### config.mk
export PLATFORM = sky130hd
export DESIGN_NAME = cam_emu
export DESIGN_NICKNAME = d
export VERILOG_FILES = /design/src/rtl/cam_emu.sv
export SDC_FILE = /design/constraint.sdc
export NUM_CORES = 1
export LEC_CHECK = 0
export ABC_AREA = 1
export CAP_MARGIN = 15
export CORE_MARGIN = 3
export CORE_UTILIZATION = 53
export DETAILED_ROUTE_END_ITERATION = 8
export PLACE_DENSITY = 0.8
export SYNTH_ARGS = -nofsm -noshare
export SYNTH_HDL_FRONTEND = slang
export SYNTH_SLANG_ARGS = --single-unit
### constraint.sdc
create_clock -name clk -period 1.9 [get_ports clk]
set_input_delay 0.19 -clock clk [delete_from_list [all_inputs] [get_ports clk]]
set_output_delay 0.19 -clock clk [all_outputs]
set_load 0.01 [all_outputs]
### src/rtl/cam_emu.sv
`default_nettype none
// ============================================================================
//  Module      : cam_emu
//  Description : Camera sensor emulator. Produces a pixel clock at clk/2 with
//                an 8-bit YUYV byte stream framed by vs/href. Frames run
//                VSYNC -> VBACK -> ACTIVE -> VFRONT and repeat while enable
//                is high. Four test patterns are selected by mode and latched
//                at each frame start.
//                Optional macro CAM_EMU_FRAME_CNT_EN enables the completed-frame
//                counter (frame_cnt) and the frame-count pattern (mode 2).
//  Revision    : 1.0 - initial release
// ============================================================================
module cam_emu #(
   parameter int IMAGE_WIDTH  = 640,
   parameter int IMAGE_HEIGHT = 480,
   parameter int H_BLANK      = 144,
   parameter int V_SYNC       = 3,
   parameter int V_BACK       = 17,
   parameter int V_FRONT      = 10,
   parameter int LINE_COL     = 320
) (
   input  logic        clk,
   input  logic        n_rst,
   input  logic        enable,
   input  logic [1:0]  mode,
   output logic        pclk,
   output logic        href,
   output logic        vs,
   output logic [7:0]  data,
   output logic        busy,
   output logic        frame_done,
   output logic [15:0] frame_cnt
);

   // Line length is counted in bytes: two bytes (Y + chroma) per pixel.
   localparam int c_line_bytes = 2 * (IMAGE_WIDTH + H_BLANK);
   localparam int c_max_a      = (V_SYNC > V_BACK) ? V_SYNC : V_BACK;
   localparam int c_max_b      = (IMAGE_HEIGHT > V_FRONT) ? IMAGE_HEIGHT : V_FRONT;
   localparam int c_max_lines  = (c_max_a > c_max_b) ? c_max_a : c_max_b;
   localparam int c_bw         = $clog2(c_line_bytes);
   localparam int c_lw         = $clog2(c_max_lines + 1);

   localparam logic [c_bw-1:0] c_byte_last = c_bw'(c_line_bytes - 1);
   localparam logic [c_bw-1:0] c_href_end  = c_bw'(2 * IMAGE_WIDTH);

   localparam logic [2:0] c_st_idle   = 3'd0;
   localparam logic [2:0] c_st_vsync  = 3'd1;
   localparam logic [2:0] c_st_vback  = 3'd2;
   localparam logic [2:0] c_st_active = 3'd3;
   localparam logic [2:0] c_st_vfront = 3'd4;

   logic            r_pclk;
   logic [2:0]      r_state;
   logic [2:0]      w_next_state;
   logic [c_bw-1:0] r_byte;
   logic [c_lw-1:0] r_line;
   logic [c_lw-1:0] w_line_last;
   logic [1:0]      r_mode;
   logic            r_frame_done;
   logic            w_update;
   logic            w_line_end;
   logic            w_phase_end;
   logic            w_frame_end;
   logic            w_frame_start;
   logic [15:0]     w_frame_cnt;
   logic [15:0]     w_col;
   logic [7:0]      w_y;

   // Free-running pixel clock; everything else moves on its falling transition.
   always_ff @(posedge clk or negedge n_rst) begin
      if (!n_rst) r_pclk <= 1'b0;
      else        r_pclk <= ~r_pclk;
   end

   assign w_update = r_pclk;
   assign pclk     = r_pclk;

   // Last line index of the phase the FSM is currently in.
   always_comb begin
      w_line_last = '0;
      case (r_state)
         c_st_vsync:  w_line_last = c_lw'(V_SYNC - 1);
         c_st_vback:  w_line_last = c_lw'(V_BACK - 1);
         c_st_active: w_line_last = c_lw'(IMAGE_HEIGHT - 1);
         c_st_vfront: w_line_last = c_lw'(V_FRONT - 1);
         default:     w_line_last = '0;
      endcase
   end

   assign w_line_end    = (r_byte == c_byte_last);
   assign w_phase_end   = w_line_end && (r_line == w_line_last);
   assign w_frame_end   = w_update && (r_state == c_st_vfront) && w_phase_end;
   // VSYNC is only entered from IDLE or VFRONT, so any entry is a frame start.
   assign w_frame_start = (w_next_state == c_st_vsync) && (r_state != c_st_vsync);

   // FSM state register.
   always_ff @(posedge clk or negedge n_rst) begin
      if (!n_rst) r_state <= c_st_idle;
      else        r_state <= w_next_state;
   end

   // FSM next-state: phases advance at the last byte of their last line.
   always_comb begin
      w_next_state = r_state;
      if (w_update) begin
         case (r_state)
            c_st_idle:   if (enable)      w_next_state = c_st_vsync;
            c_st_vsync:  if (w_phase_end) w_next_state = c_st_vback;
            c_st_vback:  if (w_phase_end) w_next_state = c_st_active;
            c_st_active: if (w_phase_end) w_next_state = c_st_vfront;
            c_st_vfront: if (w_phase_end) w_next_state = enable ? c_st_vsync : c_st_idle;
            default:                      w_next_state = c_st_idle;
         endcase
      end
   end

   // FSM outputs: sync strobes decoded from state and byte position.
   always_comb begin
      busy = (r_state != c_st_idle);
      vs   = (r_state == c_st_vsync);
      href = (r_state == c_st_active) && (r_byte < c_href_end);
   end

   // Byte/line counters and the per-frame mode latch.
   always_ff @(posedge clk or negedge n_rst) begin
      if (!n_rst) begin
         r_byte <= '0;
         r_line <= '0;
         r_mode <= 2'd0;
      end else if (w_update) begin
         if (w_frame_start) r_mode <= mode;
         if (r_state != c_st_idle) begin
            if (w_line_end) begin
               r_byte <= '0;
               r_line <= w_phase_end ? '0 : r_line + 1'b1;
            end else begin
               r_byte <= r_byte + 1'b1;
            end
         end
      end
   end

   // One-clk end-of-frame pulse; non-update cycles clear it.
   always_ff @(posedge clk or negedge n_rst) begin
      if (!n_rst) r_frame_done <= 1'b0;
      else        r_frame_done <= w_frame_end;
   end

   assign frame_done = r_frame_done;

`ifdef CAM_EMU_FRAME_CNT_EN
   logic [15:0] r_frame_cnt;

   // Completed-frame counter, wraps naturally at 16 bits.
   always_ff @(posedge clk or negedge n_rst) begin
      if (!n_rst)           r_frame_cnt <= 16'h0000;
      else if (w_frame_end) r_frame_cnt <= r_frame_cnt + 16'd1;
   end

   assign w_frame_cnt = r_frame_cnt;
`else
   assign w_frame_cnt = 16'h0000;
`endif

   assign frame_cnt = w_frame_cnt;
   assign w_col     = 16'(r_byte >> 1);

   // Pattern generator: luma from the latched mode, fixed mid-scale chroma.
   always_comb begin
      w_y = 8'h00;
      case (r_mode)
         2'd0:    w_y = w_col[7:0];
         2'd1:    w_y = w_col[6] ? 8'hEB : 8'h10;
         2'd2:    w_y = w_frame_cnt[7:0];
         default: w_y = (w_col == 16'(LINE_COL)) ? 8'hFF : 8'h00;
      endcase
      data = 8'h00;
      if (href) data = r_byte[0] ? 8'h80 : w_y;
   end

endmodule
`default_nettype wire

==> run metrics <==
min cycle time layout 2050 ps; fraction of final layout cells with drive strength greater than 1 38.1%; slowest stage cell on the critical path dfrtp_1; Die Y 66.3 um; met1 capacity usage during global routing 27.6%; Port-buffer cells 17; number of hold-slack violations in the final timing report 0; period utilisation layout 108%; most repeated cell in the gate-level netlist after synthesis nand2_1; Non-Filler Cell Area, Final 0.00257 mm2; fmax 488 MHz; PD cells 342 mW/mm2; Async SR Flop Fraction 100%; routing usage on met2 between 30% and 40%; Critical Path Source Type register; outcome complete, but fails checks; dominant cell type by count on the critical path nand2_2; DIE AREA 0.00440 mm2; worst slack after detailed placement -123 ps; category of the worst setup path capture point register; number of DRC violations after detailed-routing iteration 0 between 80 and 90; Setup violations, final 10; half-perimeter wire length after placement 3430 um; width of the die between 60 and 70 um; Reg power frac ~65%; total negative slack -912 ps; top area cells in the synthesized netlist dfrtp_1 35%, nand2_1 7.0%, buf_4 6.2%; via count of the first global-routing pass 1711; Final nets between 300 and 400; fraction of the yosys area taken by sequential cells 35.1%; WP data arrival 2310 ps; count of clock tree sinks 27; distinct cell type count of the synthesized netlist 33; count of vias placed by the detailed router 1888; combined global-route utilization of all metal layers 22.2%; fraction of post-synthesis cell area in the top cell type by area 35.1%; endpoint of the worst register-to-register path r_mode[0]; Internal between 600 and 700 uW; GRT busiest layer met2; Lkg Pwr 0.00127 uW; relative contribution of the clock network to total power 30.7%; mux contribution to synthesized area 0%; cell family with the largest share of critical-path delay simple AND/OR/NAND/NOR gates; io pins 34; cell area reported after detailed placement 0.00233 mm2; antenna violations before repair 0; DR pass1 iterations 4; Crit Path Class reg2reg; netlist area before placement a little under 0.002 mm2; post-synthesis xor/xnor area fraction 3.18%; violated checks negative setup slack; reg-to-reg critical path startpoint r_byte[5]; largest area contributor in the synthesized netlist dfrtp_1; Compound-Gate Fraction of Synth Area 10.0%; gp weighted congestion 0.926; aggregate routed wire length around 5000 um; cell depth of the worst flop-to-flop path 15; clock tree from TritonCTS done; worst hold slack 192 ps; combinational family with the most area after synthesis simple AND/OR/NAND/NOR gates; CORE AREA 0.00342 mm2; post-synthesis simple-gate area fraction 35.8%; combinational cell fraction of total power 4.1%; unrepaired setup endpoints after global routing true; Area Growth Syn to Fin 33.6%; cell at the root of the clock tree clkbuf_4; class of the tightest hold or removal check in2async; number of clock buffers inserted by TritonCTS 3; Wirelength per Cell 13.6 um; number of standard cells after synthesis 254; total of hold buffers inserted after clock tree synthesis 0; YS warnings 0; Fill cells between 200 and 250; switching portion of total power 24.6%; Psw between 200 and 250 uW; slowest cell delay on critical path 420 ps; CTS max path bufs 2; area share of fa/ha/maj cells after synthesis around 1.3%; synthesized area per cell 7.59 um2; count of buffer and inverter cells on the critical path 1; clock-pin slew on the worst setup and hold paths 160 ps; post-detailed-route via-to-cell ratio 5.16; GR Layer Usage met3 3.57%; total of max-cap violations 0; first-pass GRT wire length 7470 um; number of diodes 0; commonest cells in the synthesized netlist 36 x nand2_1, 31 x inv_1, 29 x nor2_1; post-detailed-route count of antenna-violating nets 0; Clk Latency, worst-skew pair 350 ps; maximum level of the CTS H-tree 1; initial core utilization 56.4%; Critical Path RT approximately 2200 ps; total congestion overflow 0; worst ir drop on vdd 0.000376 V; overall power consumption a little under 900 uW; top_reg_cell synth dfrtp_1; setup slack after layout -149 ps; clock skew 8.64 ps; number of enable-type register cells in the synthesized netlist 0; Pins Over Slew Limit 0; DRC viols 0; launch point of the worst path r_byte[5]; maximum number of pins on one net before global-route repair 28; largest fanout of any net on the critical path 5; R2R Setup Slk -150 ps; Cell Chain, Critical Path nor2_2 -> nand2_2 -> buf_6 -> nor2_4 -> nand2_4 -> nor2_4 -> nand3_4 -> nand2_4 -> nand2_2 -> nand2_2 -> nand2_2 -> nor2_4 -> nand2_2 -> nand2_1 -> nand2_1; number of rows in the core area 21; flop and latch count out of synthesis 27
-- per-layer routing --
| layer | routed length [um] | share of wire (%) |
|---|---|---|
| met3 | 228 | 4.6 |
| met4 | 117 | 2.4 |
| met1 | 1960 | 39 |
| met5 | 0 | 0 |
| met2 | 2670 | 54 |
-- final cells by class --
type                    instances  area (um2)  share of cell area, %
clock buffers                   3        22.5                  0.875
clock inverters                 1        7.51                  0.292
inverters                      38         150                   5.83
multi-input cells             187        1150                   44.6
flip-flops and latches         27         677                   26.3
well taps                      46        57.6                   2.24
repair buffers                 64         512                   19.9
-- through the flow --
step / utilization (%) / instances
finish: 75.3 / 366
floorplan: - / 269
global placement: 68.4 / 349
detailed placement: 68.4 / 349
global route: 75.3 / 366
CTS: 70.1 / 357
-- layout by cell type, fill, tap and decap left out, types with 2 or more instances in the layout --
master,Yosys,layout
conb_1,1,16
o21ai_2,0,2
o21ai_0,10,9
nand3_1,21,17
inv_1,31,29
dlygate4sd2_1,0,2
nor3_1,10,10
buf_2,0,7
a21oi_2,0,2
inv_2,5,6
nor2_4,6,10
nand2_1,36,29
nor2_1,29,20
buf_6,1,7
nand2_2,11,16
nand3_2,1,5
dfrtp_1,27,26
xor2_1,5,5
clkbuf_4,0,3
ha_1,2,2
clkdlybuf4s50_1,0,6
nor2_2,2,7
inv_4,2,3
nand4_1,5,5
xnor2_1,2,2
nand3_4,2,2
a21oi_1,15,13
nor3_2,3,3
buf_4,16,41
nand2_4,0,2
-- state kept, by name (all words and copies together), names as in the netlist --
| name | cells |
|---|---|
| r_state | 3 |
| r_byte | 11 |
| r_mode | 2 |
| r_line | 9 |
| pclk | 1 |
| frame_done | 1 |
-- timing repair --
action,CTS,global route
buffers inserted,4,9
setup endpoints to repair,16,18
pin swaps,3,16
resized for setup,50,30
-- power groups by stage --
stage          sequential, uW  clock, uW  combinational, uW
3_5_place_dp              586          0               35.8
4_1_cts                   575        275               35.7
2_1_floorplan             586          0               38.5
5_1_grt                   575        296               40.5
6_report                  575        271               36.1
3_3_place_gp              586          0               35.2
-- logic make-up after synthesis --
group | count (synthesis)
AND/OR/NAND/NOR | 129
buffers and inverters | 55
flip-flops | 27
other | 1
AO/OA/AOI/OAI | 33
XOR/XNOR | 7
adder cells (fa/ha/maj) | 2
-- how the worst max path moves through the flow --
stage | end | slack, ps | depth (start not counted)
global placement | data[4] | -20 | 6
detailed placement | data[4] | -120 | 6
finish | r_mode[0] | -150 | 15
global route | r_mode[0] | -240 | 15
floorplan | r_mode[1] | 170 | 14
CTS | data[4] | -60 | 7
Note: power is estimated with default switching activity, not from simulation.
